**config.mk**
```make
export PLATFORM = sky130hd
export DESIGN_NAME = freq_shift_nco
export DESIGN_NICKNAME = d
export VERILOG_FILES = /design/src/rtl/freq_shift_nco.sv
export SDC_FILE = /design/constraint.sdc
export NUM_CORES = 1
export LEC_CHECK = 0
export BUFFER_PORTS_ARGS = -buffer_cell sky130_fd_sc_hd__buf_2
export CAP_MARGIN = 5
export CORE_MARGIN = 2
export CORE_UTILIZATION = 40
export CTS_BUF_LIST = sky130_fd_sc_hd__clkbuf_8 sky130_fd_sc_hd__clkbuf_16
export DETAILED_ROUTE_END_ITERATION = 10
export PLACE_DENSITY = 0.61
export SLEW_MARGIN = 20
export SYNTH_ARGS = -nofsm -noshare
export SYNTH_HDL_FRONTEND = slang
export SYNTH_SLANG_ARGS = --single-unit
```
**constraint.sdc**
```tcl
create_clock -name clk -period 9.7 [get_ports clk]
set_input_delay 0.97 -clock clk [delete_from_list [all_inputs] [get_ports clk]]
set_output_delay 0.97 -clock clk [all_outputs]
set_load 0.005 [all_outputs]
```
**src/rtl/freq_shift_nco.sv**
```systemverilog
// Complex carrier wipe-off: multiplies I/Q samples by exp(-j*phase) from an NCO.
// Pipeline: S1 samples + LUT, S2 full-width mix, S3 round/saturate + saturation count.
module freq_shift_nco #(
  parameter int IN_WIDTH    = 3,
  parameter int PHASE_WIDTH = 32,
  parameter int LUT_ADDR    = 6,
  parameter int LUT_WIDTH   = 3,
  parameter int SHIFT       = 1,
  parameter int OUT_WIDTH   = 3,
  parameter int CNT_WIDTH   = 16
) (
  input  logic                          clk,
  input  logic                          reset,
  input  logic signed [PHASE_WIDTH-1:0] code,
  input  logic                          code_load,
  input  logic                          phase_clr,
  input  logic                          in_valid,
  input  logic signed [IN_WIDTH-1:0]    in_i,
  input  logic signed [IN_WIDTH-1:0]    in_q,
  output logic                          out_valid,
  output logic signed [OUT_WIDTH-1:0]   out_i,
  output logic signed [OUT_WIDTH-1:0]   out_q,
  input  logic                          sat_clr,
  output logic [CNT_WIDTH-1:0]          sat_cnt
);

  localparam int         F     = IN_WIDTH + LUT_WIDTH + 1;
  localparam int         LUT_N = 2 ** LUT_ADDR;
  localparam real        AMP   = real'(2 ** (LUT_WIDTH - 1) - 1);
  localparam logic [F:0] RND   = (F+1)'((2 ** SHIFT) / 2);
  localparam logic [F:0] MAXO  = (F+1)'(2 ** (OUT_WIDTH - 1) - 1);

  logic signed [LUT_WIDTH-1:0] cos_lut [LUT_N];
  logic signed [LUT_WIDTH-1:0] sin_lut [LUT_N];

  // Half-step offset keeps every entry away from a zero crossing.
  for (genvar a = 0; a < LUT_N; a++) begin : g_lut
    localparam real ANG = 2.0 * 3.141592653589793 * (real'(a) + 0.5) / real'(LUT_N);
    localparam real CR  = AMP * $cos(ANG);
    localparam real SR  = AMP * $sin(ANG);
    localparam int  CI  = (CR >= 0.0) ? $rtoi(CR + 0.5) : -$rtoi(-CR + 0.5);
    localparam int  SI  = (SR >= 0.0) ? $rtoi(SR + 0.5) : -$rtoi(-SR + 0.5);
    assign cos_lut[a] = LUT_WIDTH'(CI);
    assign sin_lut[a] = LUT_WIDTH'(SI);
  end

  logic [PHASE_WIDTH-1:0] code_q, phase_q, phase_use, phase_d;
  logic [LUT_ADDR-1:0]    addr;

  assign phase_use = phase_clr ? '0 : phase_q;
  assign addr      = phase_use[PHASE_WIDTH-1 -: LUT_ADDR];

  always_comb begin
    phase_d = phase_q;
    if (in_valid)       phase_d = phase_use + code_q;
    else if (phase_clr) phase_d = '0;
  end

  logic                        v1_q, v2_q;
  logic signed [IN_WIDTH-1:0]  i1_q, q1_q;
  logic signed [LUT_WIDTH-1:0] c1_q, s1_q;
  logic signed [F-1:0]         i1_x, q1_x, c1_x, s1_x;
  logic signed [F-1:0]         if_d, qf_d, if_q, qf_q;

  assign i1_x = {{(F-IN_WIDTH){i1_q[IN_WIDTH-1]}}, i1_q};
  assign q1_x = {{(F-IN_WIDTH){q1_q[IN_WIDTH-1]}}, q1_q};
  assign c1_x = {{(F-LUT_WIDTH){c1_q[LUT_WIDTH-1]}}, c1_q};
  assign s1_x = {{(F-LUT_WIDTH){s1_q[LUT_WIDTH-1]}}, s1_q};
  assign if_d = i1_x * c1_x + q1_x * s1_x;
  assign qf_d = q1_x * c1_x - i1_x * s1_x;

  // Returns {saturated, value}: sign-magnitude rounding then symmetric clip.
  function automatic logic [OUT_WIDTH:0] scale_sat(input logic signed [F-1:0] x);
    logic [F:0]           mag;
    logic                 sat;
    logic [OUT_WIDTH-1:0] res;
    mag = x[F-1] ? -{x[F-1], x} : {x[F-1], x};
    mag = (mag + RND) >> SHIFT;
    sat = (mag > MAXO);
    if (sat) mag = MAXO;
    res = mag[OUT_WIDTH-1:0];
    if (x[F-1]) res = -res;
    return {sat, res};
  endfunction

  logic [OUT_WIDTH:0]          ri, rq;
  logic                        sat_inc;
  logic                        out_valid_q;
  logic signed [OUT_WIDTH-1:0] out_i_q, out_q_q;
  logic [CNT_WIDTH-1:0]        sat_cnt_q;

  assign ri      = scale_sat(if_q);
  assign rq      = scale_sat(qf_q);
  assign sat_inc = v2_q & (ri[OUT_WIDTH] | rq[OUT_WIDTH]);

  always_ff @(posedge clk or posedge reset) begin
    if (reset) begin
      code_q      <= '0;
      phase_q     <= '0;
      v1_q        <= 1'b0;
      i1_q        <= '0;
      q1_q        <= '0;
      c1_q        <= '0;
      s1_q        <= '0;
      v2_q        <= 1'b0;
      if_q        <= '0;
      qf_q        <= '0;
      out_valid_q <= 1'b0;
      out_i_q     <= '0;
      out_q_q     <= '0;
      sat_cnt_q   <= '0;
    end else begin
      if (code_load) code_q <= code;
      phase_q <= phase_d;
      v1_q    <= in_valid;
      if (in_valid) begin
        i1_q <= in_i;
        q1_q <= in_q;
        c1_q <= cos_lut[addr];
        s1_q <= sin_lut[addr];
      end
      v2_q <= v1_q;
      if (v1_q) begin
        if_q <= if_d;
        qf_q <= qf_d;
      end
      out_valid_q <= v2_q;
      if (v2_q) begin
        out_i_q <= ri[OUT_WIDTH-1:0];
        out_q_q <= rq[OUT_WIDTH-1:0];
      end
      if (sat_clr)                     sat_cnt_q <= '0;
      else if (sat_inc && ~&sat_cnt_q) sat_cnt_q <= sat_cnt_q + 1'b1;
    end
  end

  assign out_valid = out_valid_q;
  assign out_i     = out_i_q;
  assign out_q     = out_q_q;
  assign sat_cnt   = sat_cnt_q;

endmodule

```
# Yosys cells after proc, flatten, opt, wreduce, memory -nomap -nowiden
# Memories as Yosys holds them, arrays and structs flattened. A register that Yosys moved wholly into a read port is not among the register bits.
# Cells that the tools add are included.
word_totals:
  n_memories: 2
  in_bits: 44
  latchBits: 0
  romBits: 384
  word_cells: 47
  out_inout_bits: 23
  register_bits: 109
  ram_bits: 0
op_classes:
  div_mod_pow: 0
  eq_ne: 0
  bitwise: 3
  addsub: 10
  n_mux: 10
  shift: 0
  n_lt_le_gt_ge: 2
  n_reduce_logical: 4
  multipliers: 4
memory_table:
  columns: ["name", "depth", "word_bits", "rd", "rd_ports_with_merged_regs", "wr", "line", "text"]
  rows:
  - ["(name not given)", 64, 3, 1, 1, 0, "120", "s1_q <= sin_lut[addr];"]
  - ["(name not given)", 64, 3, 1, 1, 0, "119", "c1_q <= cos_lut[addr];"]
ops:
  columns: ["op", "count"]
  rows:
  - ["$mux W32", 2]
  - ["$add A32 B32 Y32", 1]
  - ["$mux W16", 2]
  - ["$mul A3 B3 Y6", 4]
  - ["$add A16 B1 Y16 const B", 1]
  - ["$add A8 B1 Y8 const B", 2]
  - ["$mux W8", 2]
  - ["$neg A8 Y8", 2]
  - ["$reduce_and A16 Y1", 1]
  - ["$gt A7 B2 Y1 const B", 2]
  - ["$mux W3", 4]
  - ["$add A6 B6 Y7", 1]
  - ["$not A6 Y7", 1]
  - ["$sub A6 B6 Y7", 1]
  - ["$neg A3 Y3", 2]
  - ["$reduce_bool A2 Y1", 1]
  - ["$and A1 B1 Y1", 1]
  - ["$logic_and A1 B1 Y1", 1]
  - ["$logic_not A1 Y1", 1]
  - ["$or A1 B1 Y1", 1]

# Longest topological paths before layout
# Gate-level depths: netlist of run 1.
logic_depth:
  ltp_word: 9
  mapped_depth: 16
  ltp_nobuf: 16

# Worst setup path before layout of run 1
# Ideal clock, no wire load.
synth_path:
  path_kind: "register -> register"
  from: "register s1_q[0]"
  to: "register qf_q[6]"
  stages_incl_launch_ff: 15
  path_slack_ns: 5.666
  synth_period_minus_slack_ns: 4.034
  setup_ns: 0.125
  path_buffers: 0
  t_arrival_ns: 3.909
  required_ns: 9.575
  path_cell_list: "dfrtp_1 -> and2_1 -> fa_1 -> inv_1 -> fa_1 -> fa_1 -> inv_1 -> fa_1 -> inv_1 -> ha_1 -> a21oi_1 -> o21bai_1 -> a21oi_1 -> xnor2_1 -> mux2_2"
synth_between:
  elab_chain_len: 2
synth_rtl:
  columns: ["element", "line", "text"]
  rows:
  - ["start, declared", "61", "logic signed [LUT_WIDTH-1:0] c1_q, s1_q;"]
  - ["$mul A3 B3 Y6", "70", "assign qf_d = q1_x * c1_x - i1_x * s1_x;"]
  - ["$sub A6 B6 Y7", "70", null]
  - ["end signal, assigned", "125", "qf_q <= qf_d;"]
  - ["end, declared", "63", "logic signed [F-1:0] if_d, qf_d, if_q, qf_q;"]
# No other way between the ends.
# A chain may end at the register's enable or synchronous reset.

# Worst setup path after layout of run 1
# Same ends and word-level chain as after synthesis.

==> flow_summary.json, run 1 <==
{
  "cts_buffers": 17,
  "finClkSkew_ns": 0.0136,
  "ctsResizeCount": 0,
  "drt_iter0_markers": 219,
  "vdd_drop_max_mv": 0.156,
  "syn_area_sq_um": 8740,
  "ys_ff_latch": 115,
  "vias": 6505,
  "max_stage_delay_ns": 0.54,
  "synthArstFlopShare": 1.00,
  "post_cts_buffers": 0,
  "drc": 0,
  "cpMostUsedCell": "fa_1",
  "p_per_area_nw_per_um2": 308,
  "yosysSeqAreaShare": 0.329,
  "wl_met3_microns": 587,
  "finalPower_mw": 3.05,
  "critPathMaxFanout": 8,
  "grt_max_degree": 66,
  "wl_met1_microns": 8410,
  "initial_utilization": 0.404,
  "wl_met2_microns": 8910,
  "regArea_sq_um": 2880,
  "grt_usage": 0.168,
  "cpMaxStageDelayCell": "fa_1",
  "fmax_mhz": 236,
  "dr.pass1.iters": 5,
  "outcome": "complete, no violations",
  "synth_edf_count": 0,
  "synth_nets": 1046,
  "final.setup.tns_ns": 0,
  "place.gp.congestion": 0.798,
  "die-area_sq_um": 23000,
  "ant_nets": 0,
  "final_nets": 1103,
  "crit_arrival_ns": 4.54,
  "finalCriticalPeriod_ns": 4.23,
  "rsz0062_at_grt": "no",
  "synth_top_flop_cell": "dfrtp_1",
  "fin_area_sq_um": 9900,
  "cts.sinks": 115,
  "antenna_found_initial": 0,
  "num_antenna_cells": 0,
  "crit_type": "reg -> reg",
  "clockRootBuffer": "clkbuf_16",
  "detail_route.wirelength_microns": 18100,
  "routedWlPerCell_microns": 14.4,
  "path_clk_slew_ns": 0.06,
  "multi_input_area_sq_um": 5410,
  "area_growth_pct": 13.3,
  "topRoutingLayerUsed": "met4",
  "port_buffers": 66,
  "setup_viol": 0,
  "ctsHoldBuffers": 0,
  "die_y_microns": 152,
  "crit_buf_inv": 3,
  "dp_hpwl_microns": 13000,
  "slew_headroom": 0.439,
  "via_per_inst": 5.20,
  "rows": 54,
  "core_sq_um": 21600,
  "grt_pass1_vias": 6868,
  "critPathLaunchType": "flip-flop",
  "syn-instance-count": 901,
  "fillerInstances": 2086,
  "htree_levels": 4,
  "yosysWarnings": 0,
  "hold_slack_ns": 0.513,
  "period_share": 0.436,
  "hold_path_class": "reg -> reg",
  "worst_slew_pin_slew_ns": 0.841,
  "ctsLongestPathBuffers": 2,
  "hold_viol": 0,
  "avgSynthCellArea_sq_um": 9.70,
  "grt_first_pass_wirelength_microns": 32500,
  "drv_cap": 0,
  "die_x_microns": 152,
  "path_delay_family": "adder cells",
  "end_kind": "flip-flop",
  "maxSlewViolCount": 0,
  "post_dp_cell_area_sq_um": 9300,
  "clock_latency_ns": 0.43,
  "drive_gt1_frac": 0.196,
  "cp_cell_sequence": "and2_1, fa_1, inv_1, fa_1, fa_1, inv_1, fa_1, inv_1, ha_1, a21oi_1, o21bai_1, a21oi_1, xnor2_1, mux2_2",
  "ys_types": 68,
  "leakagePower_nw": 4.65,
  "final_core_util": 0.458,
  "cts_tree": "built",
  "boundaryPins": 67,
  "overflow": 0,
  "crit_required_ns": 10.00
}
metrics by stage:
step	std cells	worst slack [ns]
floorplan	901	5.67
global placement	1219	5.54
detailed placement	1219	5.47
CTS	1251	5.45
global route	1251	5.22
finish	1251	5.47
cells in the mapped netlist (all sizes together) (5+ instances only):
| cell | count | area share |
|---|---|---|
| a211o | 6 | 0.0060 |
| a211oi | 6 | 0.0052 |
| a21o | 21 | 0.018 |
| a21oi | 49 | 0.028 |
| and2 | 18 | 0.013 |
| and3 | 6 | 0.0049 |
| buf | 10 | 0.0072 |
| clkbuf | 20 | 0.0086 |
| dfrtp | 115 | 0.33 |
| fa | 31 | 0.071 |
| ha | 70 | 0.10 |
| inv | 82 | 0.035 |
| mux2 | 63 | 0.081 |
| mux2i | 7 | 0.0080 |
| nand2 | 57 | 0.024 |
| nand2b | 8 | 0.0057 |
| nand3 | 12 | 0.0069 |
| nand4 | 5 | 0.0036 |
| nor2 | 68 | 0.029 |
| nor2b | 35 | 0.025 |
| nor3 | 16 | 0.014 |
| nor4 | 8 | 0.0074 |
| o211ai | 6 | 0.0052 |
| o21a | 11 | 0.0095 |
| o21ai | 39 | 0.022 |
| o31ai | 10 | 0.013 |
| or2 | 7 | 0.0050 |
| xnor2 | 48 | 0.048 |
| xor2 | 14 | 0.014 |
where the power goes:
group | switching, mW | leakage (nW) | internal [mW]
registers | 0.117 | 1.40 | 0.602
logic | 0.856 | 2.96 | 0.830
clock network | 0.237 | 0.297 | 0.409
total | 1.21 | 4.65 | 1.84
cell usage in the layout (no fill, tap or decap), types with 7 or more instances in the layout:
| master | count |
|---|---|
| dfrtp_1 | 115 |
| inv_1 | 82 |
| ha_1 | 70 |
| nor2_1 | 67 |
| buf_2 | 66 |
| mux2_2 | 63 |
| nand2_1 | 57 |
| a21oi_1 | 49 |
| xnor2_1 | 48 |
| o21ai_0 | 35 |
| nor2b_1 | 35 |
| fa_1 | 31 |
| a21o_1 | 21 |
| and2_1 | 18 |
| clkbuf_16 | 17 |
| xor2_1 | 14 |
| nand3_1 | 12 |
| o21a_1 | 11 |
| nand2b_1 | 8 |
| nor3_1 | 8 |
| nor3_2 | 8 |
| nor4_1 | 7 |
| mux2i_1 | 7 |
state kept, by name, summed over array words and instances (netlist names), 7 cells and up:
name     cells
sat_cnt     16
phase_q     32
qf_q         7
code_q      32
if_q         7
area by class of cell:
| cell class | instances | share of cell area |
|---|---|---|
| clock inverters | 14 | 0.0166 |
| flip-flops and latches | 115 | 0.291 |
| multi-input cells | 672 | 0.546 |
| well taps | 280 | 0.0354 |
| clock buffers | 18 | 0.0444 |
| repair buffers | 68 | 0.0349 |
| inverters | 84 | 0.0321 |
worst paths after layout:
kind | startpoint | slack [ns] | depth (start not counted) | end
worst max-delay path | s1_q[0]$_DFFE_PP0P_ | 5.47 | 14 | qf_q[6]$_DFFE_PP0P_
max in group asynchronous | reset | 7.76 | 3 | phase_q[7]$_DFF_PP0_
worst min-delay path | code_q[12]$_DFFE_PP0P_ | 0.51 | 1 | code_q[12]$_DFFE_PP0P_
worst min register to register | code_q[12]$_DFFE_PP0P_ | 0.51 | 1 | code_q[12]$_DFFE_PP0P_
worst max register to register | s1_q[0]$_DFFE_PP0P_ | 5.47 | 14 | qf_q[6]$_DFFE_PP0P_
min in group asynchronous | reset | 0.64 | 2 | sat_cnt[10]$_DFFE_PP0P_
worst register-to-register path, cell delays in order (launching register included):
cell	delay, ns
dfrtp_1	0.46
and2_1	0.27
fa_1	0.55
inv_1	0.05
fa_1	0.46
fa_1	0.54
inv_1	0.05
fa_1	0.53
inv_1	0.04
ha_1	0.32
a21oi_1	0.21
o21bai_1	0.10
a21oi_1	0.18
xnor2_1	0.09
mux2_2	0.26
cells by family (layout without fill, tap and decap cells):
| group | Yosys count | in the layout | synth area share |
|---|---|---|---|
| simple gates | 255 | 255 | 0.153 |
| compound gates | 183 | 183 | 0.143 |
| flops | 115 | 115 | 0.329 |
| buf+inv | 114 | 184 | 0.0518 |
| fa+ha+maj | 101 | 101 | 0.171 |
| mux | 70 | 70 | 0.0892 |
| xor+xnor | 62 | 62 | 0.0621 |
| other cells | 1 | 1 | 0.000429 |
routing by layer:
layer | global-route usage | vias up
met4 | 0.0481 | 0
met1 | 0.210 | 3162
met5 | 0 | -
li1 | - | 3225
met3 | 0.0339 | 17
met2 | 0.294 | 101
Note: power is estimated with default switching activity, not from simulation.
==> run 2, diff against run 1 <==
- ABC_AREA: default -> 1
- PLACE_DENSITY: 0.61 -> 0.63
- clock period: 9.7 -> 3.6 ns (I/O delays scaled with it)
==> run 2 against run 1 <==
Against the previous run: the flow now finishes with violations (negative setup slack); clock-buffer cell count rose by 1; via count rose by 27%; area after synthesis rose by 6.4%; critical path type unchanged; largest power group unchanged.
==> flow_summary.json, run 2 <==
{
  "die-area_sq_um": 24500,
  "cts.sinks": 115,
  "avgSynthCellArea_sq_um": 7.39,
  "synth_edf_count": 0,
  "p_per_area_nw_per_um2": 750,
  "reg2reg_slack_ns": -0.11,
  "drv_cap": 0,
  "r2r_end": "if_q[5]$_DFFE_PP0P_",
  "finClkSkew_ns": 0.0105,
  "htree_levels": 4,
  "maxSlewViolCount": 0,
  "drt_iter0_markers": 467,
  "port_buffers": 66,
  "clockRootBuffer": "clkbuf_16",
  "grt_first_pass_wirelength_microns": 38300,
  "rsz0062_at_grt": "yes",
  "grt_max_degree": 77,
  "yosys.area.top_type": "dfrtp_1",
  "dr.pass1.iters": 5,
  "synthArstFlopShare": 1.00,
  "dp_slack_ns": -0.182,
  "final_nets": 1511,
  "hold_path_class": "in -> async",
  "hold_viol": 0,
  "post_dp_cell_area_sq_um": 10200,
  "period_share": 1.03,
  "power.clock.fraction": 0.206,
  "slew_headroom": 0.269,
  "ys_types": 43,
  "leakagePower_nw": 5.90,
  "yosysSeqAreaShare": 0.309,
  "synth.most_common_cell": "nand2_1",
  "yosysWarnings": 0,
  "crit_arrival_ns": 4.01,
  "cpMaxStageDelayCell": "fa_1",
  "antenna_found_initial": 0,
  "via_per_inst": 4.96,
  "initial_utilization": 0.410,
  "boundaryPins": 67,
  "max_stage_delay_ns": 0.51,
  "crit_type": "reg -> reg",
  "pwr-share-comb": 0.581,
  "place.gp.congestion": 0.960,
  "netlist.area_leader.share": 0.309,
  "ant_nets": 0,
  "reg2reg_from": "c1_q[2]$_DFFE_PP0P_",
  "critPathLaunchType": "flip-flop",
  "cts_buffers": 17,
  "rows": 55,
  "die_x_microns": 156,
  "finalCriticalPeriod_ns": 3.71,
  "drc": 0,
  "grt_pass1_vias": 8005,
  "detail_route.wirelength_microns": 22900,
  "die_y_microns": 156,
  "dpl.cell_count": 1618,
  "outcome": "complete, but fails checks",
  "r2r_cells": 14,
  "setup_ws_ns": -0.108,
  "setup_viol": 6,
  "cts_tree": "built",
  "crit_required_ns": 3.90,
  "p_sw_mw": 3.49,
  "core_sq_um": 22700,
  "vias": 8249,
  "overflow": 0,
  "final_cells": 1663,
  "finalPower_mw": 8.27,
  "seq_power_share": 0.213,
  "vdd_drop_max_mv": 0.472,
  "routedWlPerCell_microns": 13.7,
  "num_antenna_cells": 0,
  "syn_area_sq_um": 9300,
  "crit_buf_inv": 4,
  "critPathMaxFanout": 4,
  "layout_commonest_cell": "nand2_1",
  "cp_cell_sequence": "inv_2, nor2_2, fa_1, inv_2, fa_1, fa_1, inv_2, fa_2, buf_6, fa_2, nand3_2, nand3_2, xnor2_2, o21ai_1",
  "worst_slew_pin_slew_ns": 1.10,
  "synth_nets": 1404,
  "dp_hpwl_microns": 17100,
  "clock_latency_ns": 0.42,
  "ctsLongestPathBuffers": 2,
  "area_growth_pct": 18.5,
  "synth_top_flop_cell": "dfrtp_1",
  "layout_common_cells": "331 x nand2_1, 205 x inv_1, 112 x dfrtp_1",
  "violations": "negative setup slack",
  "drive_gt1_frac": 0.184,
  "fmax_mhz": 270,
  "p_sw_frac": 0.422,
  "synth_commonest_cells": "340 x nand2_1, 216 x inv_1, 115 x dfrtp_1, 104 x nor2_1, 72 x o21ai_0",
  "fin_area_sq_um": 11000,
  "ctsHoldBuffers": 0,
  "p_int_mw": 4.78,
  "path_clk_slew_ns": 0.06,
  "synthTopCellsByArea": "dfrtp_1 31%, nand2_1 14%, ha_1 9.4%, inv_1 8.7%, fa_1 6.7%",
  "ys_ff_latch": 115,
  "grt_usage": 0.195,
  "end_kind": "flip-flop",
  "syn-instance-count": 1259,
  "path_delay_family": "adder cells"
}
[run 2: cell types whose count changed in the layout (fill, tap and decap cells not counted), sizes merged, moves of 35 or more]
cell and change:
buf +46, nor2 +38, o21ai +42, inv +141, nand2 +285, nand3 +70
nor2b -35
[run 2: routing by layer]
metal | routed length [microns] | global-route usage | vias up
met3 | 669 | 0.0307 | 34
li1 | - | - | 4222
met2 | 11600 | 0.352 | 140
met5 | 0 | 0 | -
met1 | 10100 | 0.239 | 3853
met4 | 463 | 0.0568 | 0
[run 2: worst max-delay path by stage]
| stage | startpoint | endpoint | slack [ns] | depth (start not counted) |
|---|---|---|---|---|
| 2_1_floorplan | s1_q[0]$_DFFE_PP0P_ | qf_q[6]$_DFFE_PP0P_ | -0.02 | 18 |
| 3_3_place_gp | q1_q[2]$_DFFE_PP0P_ | if_q[6]$_DFFE_PP0P_ | -0.1 | 17 |
| 3_5_place_dp | q1_q[2]$_DFFE_PP0P_ | if_q[6]$_DFFE_PP0P_ | -0.18 | 17 |
| 4_1_cts | c1_q[2]$_DFFE_PP0P_ | if_q[6]$_DFFE_PP0P_ | -0.13 | 17 |
| 5_1_grt | c1_q[2]$_DFFE_PP0P_ | if_q[5]$_DFFE_PP0P_ | -0.25 | 14 |
| 6_report | c1_q[2]$_DFFE_PP0P_ | if_q[5]$_DFFE_PP0P_ | -0.11 | 14 |
[run 2: stage by stage]
stage	hold WS (ns)	TNS (ns)	utilization
3_5_place_dp	0.388	-0.563	0.447
6_report	0.121	-0.407	0.485
5_1_grt	0.161	-1.44	0.485
4_1_cts	0.141	-0.250	0.477
2_1_floorplan	0.368	-0.0181	-
3_3_place_gp	0.383	-0.208	0.447
[run 2: cells by family after synthesis]
kind of cell	Yosys count	share of synthesized area
AOI/OAI and AO/OA	144	0.0846
xor gates and xnor gates	41	0.0386
adders and majority gates	101	0.161
buffers and inverters	248	0.103
DFF	115	0.309
muxes	31	0.0375
other	1	0.000403
and+or+nand+nor	578	0.265
[run 2: worst register-to-register path, cell delays in order (launching register included)]
cell and delay [ns]:
dfrtp_2 0.44, inv_2 0.10, nor2_2 0.04, fa_1 0.49
inv_2 0.04, fa_1 0.47, fa_1 0.51, inv_2 0.04
fa_2 0.50, buf_6 0.14, fa_2 0.38, nand3_2 0.10
nand3_2 0.09, xnor2_2 0.16, o21ai_1 0.08
[run 2: power by group through the flow]
stage | combinational, mW | clock [mW] | sequential [mW]
detailed placement | 4.19 | 0 | 1.78
global placement | 4.09 | 0 | 1.77
floorplan | 3.21 | 0 | 1.74
global route | 5.49 | 1.81 | 1.80
CTS | 4.40 | 1.74 | 1.76
finish | 4.80 | 1.70 | 1.76
[run 2: what timing repair did]
item | CTS | global route
endpoints found under the setup margin | 7 | 10
resized for setup | 11 | 38
buffers inserted | 6 | 9
pin swaps | 11 | 28
[run 2: area by class of cell]
cell class / count / area (sq um)
repair buffers: 114 / 714
fillers: 2245 / 11700
clock inverters: 12 / 133
well taps: 285 / 357
multi-input cells: 896 / 5650
flip-flops and latches: 115 / 2880
inverters: 222 / 837
clock buffers: 19 / 453
==> run 3, diff against run 2 <==
- ABC_AREA: 1 -> default
==> run 3 against run 2 <==
Against the previous run: the run still ends with negative setup slack left; clock-buffer cell count unchanged; sequential power up 9%; cell count down 22%; via count down 20%; die area down 5.9%; critical path type unchanged; largest cell class unchanged.
==> flow_summary.json, run 3 (synthesized netlist as in run 1, its figures left out) <==
{
  "vdd_drop_max_mv": 0.601,
  "core_sq_um": 21600,
  "clock_latency_ns": 0.41,
  "crit_arrival_ns": 4.04,
  "violations": "negative setup slack",
  "cts_tree": "built",
  "p_per_area_nw_per_um2": 884,
  "cts_buffers": 17,
  "detail_route.wirelength_microns": 17900,
  "crit_required_ns": 3.90,
  "crit_type": "reg -> reg",
  "vias": 6605,
  "setup_ws_ns": -0.139,
  "dpl.cell_count": 1258,
  "clockRootBuffer": "clkbuf_16",
  "boundaryPins": 67,
  "ctsLongestPathBuffers": 2,
  "overflow": 0,
  "critPathMaxFanout": 4,
  "finClkSkew_ns": 0.00919,
  "multi_input_area_sq_um": 5560,
  "rows": 54,
  "grt_first_pass_wirelength_microns": 31400,
  "grt_max_degree": 56,
  "final_cells": 1294,
  "area_growth_pct": 19.0,
  "die_x_microns": 152,
  "dr.pass1.iters": 4,
  "slew_headroom": 0.486,
  "end_kind": "flip-flop",
  "hold_viol": 0,
  "routedWlPerCell_microns": 13.8,
  "dp_hpwl_microns": 13100,
  "path_clk_slew_ns": 0.06,
  "initial_utilization": 0.404,
  "final_core_util": 0.481,
  "r2r_cells": 15,
  "reg2reg_from": "s1_q[0]$_DFFE_PP0P_",
  "worst_slew_pin_slew_ns": 0.771,
  "reg2reg_slack_ns": -0.14,
  "r2r_end": "qf_q[5]$_DFFE_PP0P_",
  "regArea_sq_um": 2880,
  "final.setup.tns_ns": -0.692,
  "layout_common_cells": "111 x dfrtp_1, 77 x inv_1, 66 x buf_2",
  "antenna_found_initial": 0,
  "place.gp.congestion": 0.837,
  "ctsHoldBuffers": 0,
  "rsz0062_at_grt": "yes",
  "die-area_sq_um": 23000,
  "final_nets": 1147,
  "drive_gt1_frac": 0.263,
  "finalPower_mw": 9.20,
  "maxSlewViolCount": 0,
  "fillerInstances": 2032,
  "layout_commonest_cell": "dfrtp_1",
  "cts.sinks": 115,
  "outcome": "complete, but fails checks",
  "via_per_inst": 5.10,
  "grt_usage": 0.162,
  "fin_area_sq_um": 10400,
  "critPathLaunchType": "flip-flop",
  "grt_pass1_vias": 6700,
  "htree_levels": 4,
  "port_buffers": 66,
  "dp_slack_ns": -0.251,
  "leakagePower_nw": 4.88,
  "setup_viol": 6,
  "drv_cap": 0,
  "post_dp_cell_area_sq_um": 9640,
  "drt_iter0_markers": 255,
  "finalCriticalPeriod_ns": 3.74,
  "die_y_microns": 152,
  "hold_path_class": "in -> async",
  "drc": 0,
  "hold_slack_ns": 0.0756,
  "period_share": 1.04,
  "ant_nets": 0,
  "fmax_mhz": 267
}
-- run 3: critical path: stages (launching register included) --
cell and delay, ns:
dfrtp_1 0.42, and2_4 0.18, fa_1 0.53, inv_1 0.05, fa_2 0.41, fa_1 0.48
inv_1 0.05, fa_1 0.48, inv_2 0.04, ha_4 0.23, buf_6 0.11, a21oi_2 0.13
nor2_1 0.06, nor2_1 0.12, xnor2_1 0.08, mux2_2 0.25
-- run 3: power breakdown --
part / internal, mW / leakage (nW) / switching [mW]
registers: 1.63 / 1.40 / 0.280
logic: 2.97 / 3.19 / 2.61
clock network: 1.11 / 0.292 / 0.597
-- run 3: how the worst max path moves through the flow --
stage                     slack [ns]                   to           startpoint  cells past startpoint
after global placement         -0.18  if_q[6]$_DFFE_PP0P_  c1_q[1]$_DFFE_PP0P_                     14
after detailed placement       -0.25  if_q[6]$_DFFE_PP0P_  c1_q[1]$_DFFE_PP0P_                     14
after CTS                      -0.20  if_q[6]$_DFFE_PP0P_  c1_q[1]$_DFFE_PP0P_                     14
after global routing           -0.30  if_q[6]$_DFFE_PP0P_  c1_q[2]$_DFFE_PP0P_                     15
final                          -0.14  qf_q[5]$_DFFE_PP0P_  s1_q[0]$_DFFE_PP0P_                     15
after floorplan                -0.11  qf_q[6]$_DFFE_PP0P_  s1_q[0]$_DFFE_PP0P_                     14
-- run 3: final cells by class --
type | count | share of cell area
clock buffer | 19 | 0.0436
multi-input combinational | 672 | 0.534
tap | 280 | 0.0337
timing repair buffer | 112 | 0.0673
inverter | 84 | 0.0306
clock inverter | 11 | 0.0132
sequential | 115 | 0.277
antenna | 1 | 0.000241
-- run 3: timing repair --
action / 4_1_cts / 5_1_grt
buffers inserted: 4 / 1
pin swaps: 9 / 14
setup endpoints to repair: 6 / 8
resized for setup: 9 / 17
-- run 3: per-layer routing --
metal,routed length [microns],GRT usage,vias up
li1,-,-,3312
met1,8290,0.208,3178
met2,8910,0.281,104
met3,532,0.0339,11
met4,148,0.0392,0
met5,0,0,-
